File: config.mk
export PLATFORM = sky130hd
export DESIGN_NAME = fp_add_postnorm
export DESIGN_NICKNAME = d
export VERILOG_FILES = /design/src/rtl/fp_add_postnorm.sv
export SDC_FILE = /design/constraint.sdc
export NUM_CORES = 1
export LEC_CHECK = 0
export ABC_CLOCK_PERIOD_IN_PS = 6000
export CAP_MARGIN = 20
export CORE_ASPECT_RATIO = 0.5
export CORE_MARGIN = 3
export CORE_UTILIZATION = 40
export CTS_BUF_LIST = sky130_fd_sc_hd__clkbuf_16
export DETAILED_ROUTE_END_ITERATION = 10
export DONT_BUFFER_PORTS = 1
export GPL_TIMING_DRIVEN = 0
export PLACE_DENSITY = 0.64
export SYNTH_ARGS = -nofsm -noshare
export SYNTH_HDL_FRONTEND = slang
export SYNTH_SLANG_ARGS = --single-unit
export TNS_END_PERCENT = 50
File: constraint.sdc
create_clock -name clk -period 6 [get_ports clk]
set_input_delay 1.8 -clock clk [delete_from_list [all_inputs] [get_ports clk]]
set_output_delay 1.8 -clock clk [all_outputs]
set_load 0.02 [all_outputs]
File: src/rtl/fp_add_postnorm.sv
// FP32 adder post-alignment stage: signed mantissa add/sub, then bit-serial renormalize.
// Optional POSTNORM_RELU_EN clamps any negative result (including -inf/-NaN) to +0.
module fp_add_postnorm #(
  parameter int EXP_W  = 8,
  parameter int MANT_W = 23
) (
  input  logic                      clk,
  input  logic                      rst_n,
  input  logic                      in_valid,
  output logic                      in_ready,
  input  logic                      in_sign_a,
  input  logic                      in_sign_b,
  input  logic [EXP_W-1:0]          in_exp,
  input  logic [MANT_W:0]           in_mant_a,
  input  logic [MANT_W:0]           in_mant_b,
  output logic                      out_valid,
  input  logic                      out_ready,
  output logic [EXP_W+MANT_W:0]     out_result
);

  localparam int SW = MANT_W + 2;
  localparam int RW = 1 + EXP_W + MANT_W;

  typedef enum logic [1:0] {S_IDLE, S_ADD, S_NORM, S_DONE} state_t;

  state_t              r_state;
  logic                r_sign_a, r_sign_b, r_sign;
  logic [EXP_W-1:0]    r_exp;
  logic [MANT_W:0]     r_mant_a, r_mant_b;
  logic [MANT_W-1:0]   r_sum;

  logic [SW-1:0]       w_sum;
  logic                w_sign;
  logic [EXP_W-1:0]    w_exp_inc, w_exp_dec;
  logic [MANT_W:0]     w_shl;

  assign in_ready  = (r_state == S_IDLE);
  assign w_exp_inc = r_exp + 1'b1;
  assign w_exp_dec = r_exp - 1'b1;
  // NORM only runs with carry and hidden bit clear, so r_sum keeps just the fraction.
  assign w_shl     = {r_sum, 1'b0};

  always_comb begin
    w_sum  = '0;
    w_sign = r_sign_a;
    if (r_sign_a == r_sign_b) begin
      w_sum = {1'b0, r_mant_a} + {1'b0, r_mant_b};
    end else if (r_mant_a >= r_mant_b) begin
      w_sum = {1'b0, r_mant_a} - {1'b0, r_mant_b};
    end else begin
      w_sum  = {1'b0, r_mant_b} - {1'b0, r_mant_a};
      w_sign = r_sign_b;
    end
  end

  function automatic logic [RW-1:0] f_clamp(input logic [RW-1:0] v);
`ifdef POSTNORM_RELU_EN
    return v[RW-1] ? '0 : v;
`else
    return v;
`endif
  endfunction

  always_ff @(posedge clk or negedge rst_n) begin
    if (!rst_n) begin
      r_state    <= S_IDLE;
      r_sign_a   <= 1'b0;
      r_sign_b   <= 1'b0;
      r_sign     <= 1'b0;
      r_exp      <= '0;
      r_mant_a   <= '0;
      r_mant_b   <= '0;
      r_sum      <= '0;
      out_valid  <= 1'b0;
      out_result <= '0;
    end else begin
      case (r_state)
        S_IDLE: begin
          if (in_valid) begin
            r_sign_a <= in_sign_a;
            r_sign_b <= in_sign_b;
            r_exp    <= in_exp;
            r_mant_a <= in_mant_a;
            r_mant_b <= in_mant_b;
            r_state  <= S_ADD;
          end
        end
        S_ADD: begin
          if (&r_exp) begin
            out_result <= f_clamp({r_sign_a, {EXP_W{1'b1}}, r_mant_a[MANT_W-1:0]});
            out_valid  <= 1'b1;
            r_state    <= S_DONE;
          end else if (w_sum == '0) begin
            out_result <= '0;
            out_valid  <= 1'b1;
            r_state    <= S_DONE;
          end else if (w_sum[SW-1]) begin
            if (&w_exp_inc)
              out_result <= f_clamp({w_sign, {EXP_W{1'b1}}, {MANT_W{1'b0}}});
            else
              out_result <= f_clamp({w_sign, w_exp_inc, w_sum[MANT_W:1]});
            out_valid <= 1'b1;
            r_state   <= S_DONE;
          end else if (w_sum[MANT_W]) begin
            out_result <= f_clamp({w_sign, r_exp, w_sum[MANT_W-1:0]});
            out_valid  <= 1'b1;
            r_state    <= S_DONE;
          end else begin
            r_sum   <= w_sum[MANT_W-1:0];
            r_sign  <= w_sign;
            r_state <= S_NORM;
          end
        end
        S_NORM: begin
          r_sum <= w_shl[MANT_W-1:0];
          r_exp <= w_exp_dec;
          // Exponent hits zero while still unnormalized: flush instead of going subnormal.
          if (r_exp == '0 || (r_exp == EXP_W'(1) && !w_shl[MANT_W])) begin
            out_result <= '0;
            out_valid  <= 1'b1;
            r_state    <= S_DONE;
          end else if (w_shl[MANT_W]) begin
            out_result <= f_clamp({r_sign, w_exp_dec, w_shl[MANT_W-1:0]});
            out_valid  <= 1'b1;
            r_state    <= S_DONE;
          end
        end
        S_DONE: begin
          if (out_ready) begin
            out_valid <= 1'b0;
            r_state   <= S_IDLE;
          end
        end
        default: r_state <= S_IDLE;
      endcase
    end
  end

endmodule

==> results by group <==
Timing
  • Final worst-path cycle share: 96.3%
  • Pins Over Slew Limit: 0
  • Final hold violation count: 0
  • Clk_skew: 16.0 ps
  • Unrepaired setup endpoints after global routing: no
  • Setup violators final: 0
  • Min Hold Slack: 505 ps
  • Slew headroom: 36.2%
  • Max Clock Freq: about 170 MHz
  • Slew of the pin with the lowest slew margin: 950 ps
  • Fin crit period: slightly below 6000 ps

Synth
  • Mapped cell area: ~0.010 mm2
  • Sequential-to-total area share from yosys stat: between 20% and 30%
  • Top FF cell, synth: dfrtp_1
  • Syn_area_per_cell: 8.32 um2
  • Synth Register Bits: 117
  • Number of synthesized flops with an enable pin: 0
  • Ys Warns: 0
  • Ys async rst share: 100%
  • Top post-synthesis cells by area: dfrtp_1 (28%), ha_1 (9.9%), mux2_2 (8.0%)
  • Post-synth cell types: 78
  • Net Count, Synth: 1391
  • Mapped Cells: about 1200
  • Synth top area share: 28.3%
  • Post-synth top area cell: dfrtp_1

Clock network
  • Clock Latency Late Sink: 460 ps
  • CTS Buf Count: 17
  • Max clock buf depth: 2
  • H-tree depth: 4
  • Clock slew at reported path FFs: around 60 ps
  • Hold buffers post-CTS: 0
  • Clock sinks: between 100 and 150
  • TritonCTS clock tree: done
  • Root Driver: clkbuf_16

Floorplan
  • Rows: 40
  • Effective utilization at floorplan: about two fifths
  • Die X: 234 um
  • Overall die height: 120 um
  • Core area: 0.0247 mm2
  • IO Count: 96
  • Die area: 0.0280 mm2

Worst setup path
  • CP Data Required Time: 6330 ps
  • Slowest CP cell: dfrtp_1
  • CP Cell Sequence: inv_1, ha_1, buf_2, nand4_1, nor4_2, a32oi_1, and3_1, buf_6, nand2_1, mux2i_1, o32ai_1, or4b_1, nor4_1, nand4_1, buf_4, a31oi_4, buf_6, o221ai_1, o21a_1
  • CP peak stage delay: ~530 ps
  • Max FO, Critical Path: 10
  • Crit path kind: flip-flop to flip-flop
  • Crit path launch type: flip-flop
  • Element type at the critical path end: flip-flop
  • Cells on worst reg2reg path: 19
  • WP data arrival: a little over 6000 ps

Outcome
  • Status: complete, no violations

Global route
  • GRT overflow: 0
  • Vias in the first global route: 9611
  • Antenna violations before repair: 0
  • Overall global routing resource usage: 27.3%
  • First-pass GRT wire length: 57900 um
  • Largest net degree at the start of global routing: 118

Placed design
  • Post-DP HPWL: 29600 um
  • I/O Buffers: 0
  • GPL Wtd Cong: 0.958
  • Dpl cells: 1580

Layout
  • Non-filler cells, final: approximately 1600
  • Total Nets Final: 1412
  • Share of cells above drive strength 1: about an eighth
  • Antenna diodes: 0
  • P&R area growth vs syn: 10.3%

Detailed routing
  • DR iter-0 viols: around 1200
  • Vias per cell: 6.23
  • Total wire length: 38100 um
  • Vias: 10100
  • Drt drc: 0
  • Antenna-violating nets left: 0
  • DRT Pass-1 Iters: 5
  • Avg WL per Cell: 23.6 um

Run
  • Max Cap Viol: 0

Worst hold path
  • HP Class: flip-flop to flip-flop
  • Hold depth: 1
final timing paths:
check / startpoint / endpoint / slack [ps]
setup reg to reg: r_mant_a[8] / out_result[13] / 220
hold reg to reg: r_sum[4] / r_sum[4] / 510
setup / recovery: r_mant_a[8] / out_result[13] / 220
max in group asynchronous: rst_n / r_sum[22] / 4770
min in group asynchronous: rst_n / r_mant_b[5] / 1040
hold / removal: r_sum[4] / r_sum[4] / 510
timing repair:
| action | CTS | global route |
|---|---|---|
| endpoints found under the setup margin | 38 | 56 |
| gates resized for setup | 2 | 20 |
| pin swaps | 0 | 1 |
| buffers inserted | 0 | 1 |
| hold endpoints to repair | 0 | 0 |
cell families (layout without fill, tap and decap cells):
logic type,after synthesis,in the layout,share of synthesized area (%)
compound gates,411,411,27.2
simple gates,348,348,15.9
buf+inv,171,205,6.71
flops,117,117,28.3
fa+ha+maj,85,85,10.5
mux,83,83,8.93
xor+xnor,29,29,2.45
state kept, by name (all words and copies together) (netlist names):
name / flops
out_result: 32
r_mant_a: 24
r_mant_b: 24
r_sum: 23
r_exp: 8
r_state: 2
out_valid: 1
r_sign: 1
r_sign_a: 1
r_sign_b: 1
per-stage QoR:
stage	instance area [um2]	utilization [%]	TNS, ps	setup WS (ps)
final	11400	46.2	0	222
after global routing	11400	46.2	0	35.8
after CTS	11300	45.9	0	164
after detailed placement	10800	43.6	-1110	-98.2
after global placement	10800	43.6	-3650	-240
after floorplan	10400	-	0	1270
cell usage in the layout (no fill, tap or decap), types with 5 or more instances in the layout:
cell and n:
o31ai_1 8, o211ai_1 26, o21bai_1 9, xnor2_1 20
and3_1 10, nand2_1 97, a221oi_1 7, clkbuf_1 54
o41ai_1 5, mux2_2 74, nor2_1 98, a311oi_1 7
o22ai_1 7, a21oi_1 91, nor4_1 11, inv_1 89
and2_1 6, or3_1 5, clkbuf_16 17, a211oi_1 12
a21o_1 23, o21ai_0 85, a211o_1 5, dfrtp_1 116
o221ai_1 22, nand3_1 36, ha_1 82, o22a_1 7
xor2_1 7, o21a_1 33, nor2b_1 11, buf_1 7
clkbuf_2 7, buf_2 9, a31oi_1 7, nand4_1 16
clkinv_4 5, nor3_1 22, mux2i_1 8, nand2b_1 15
per-layer routing:
metal	routed length, um	track usage [%]	up-vias
li1	-	-	4591
met1	17800	39.6	4933
met2	15700	38.2	479
met3	4040	9.32	52
met4	636	7.29	0
met5	0	0	-
synth_stat cells (all sizes together), types with 15 or more instances:
library cell    n
dfrtp         117
nor2           98
nand2          97
a21oi          91
inv            88
o21ai          87
ha             82
mux2           75
clkbuf         61
nand3          37
o21a           33
o211ai         26
a21o           23
buf            22
nor3           22
o221ai         22
xnor2          22
nand4          16
nand2b         15
critical path, delay by kind of cell (launching register included):
family / cells / cell delay, ps
and+or+nand+nor: 7 / 2190
AOI/OAI and AO/OA: 5 / 1230
buffers and inverters: 5 / 880
DFF: 1 / 530
muxes: 1 / 520
adders and majority gates: 1 / 270
final cells by class:
class,count,area (um2)
flip-flops and latches,117,2930
clock inverters,15,131
multi-input cells,956,6800
inverters,88,330
well taps,336,420
fillers,2463,13300
clock buffers,17,425
plain buffers,82,367
repair buffers,3,17.5
Power is not shown: default switching activity piles up to over one toggle a cycle in this logic, so the estimate is an artifact.
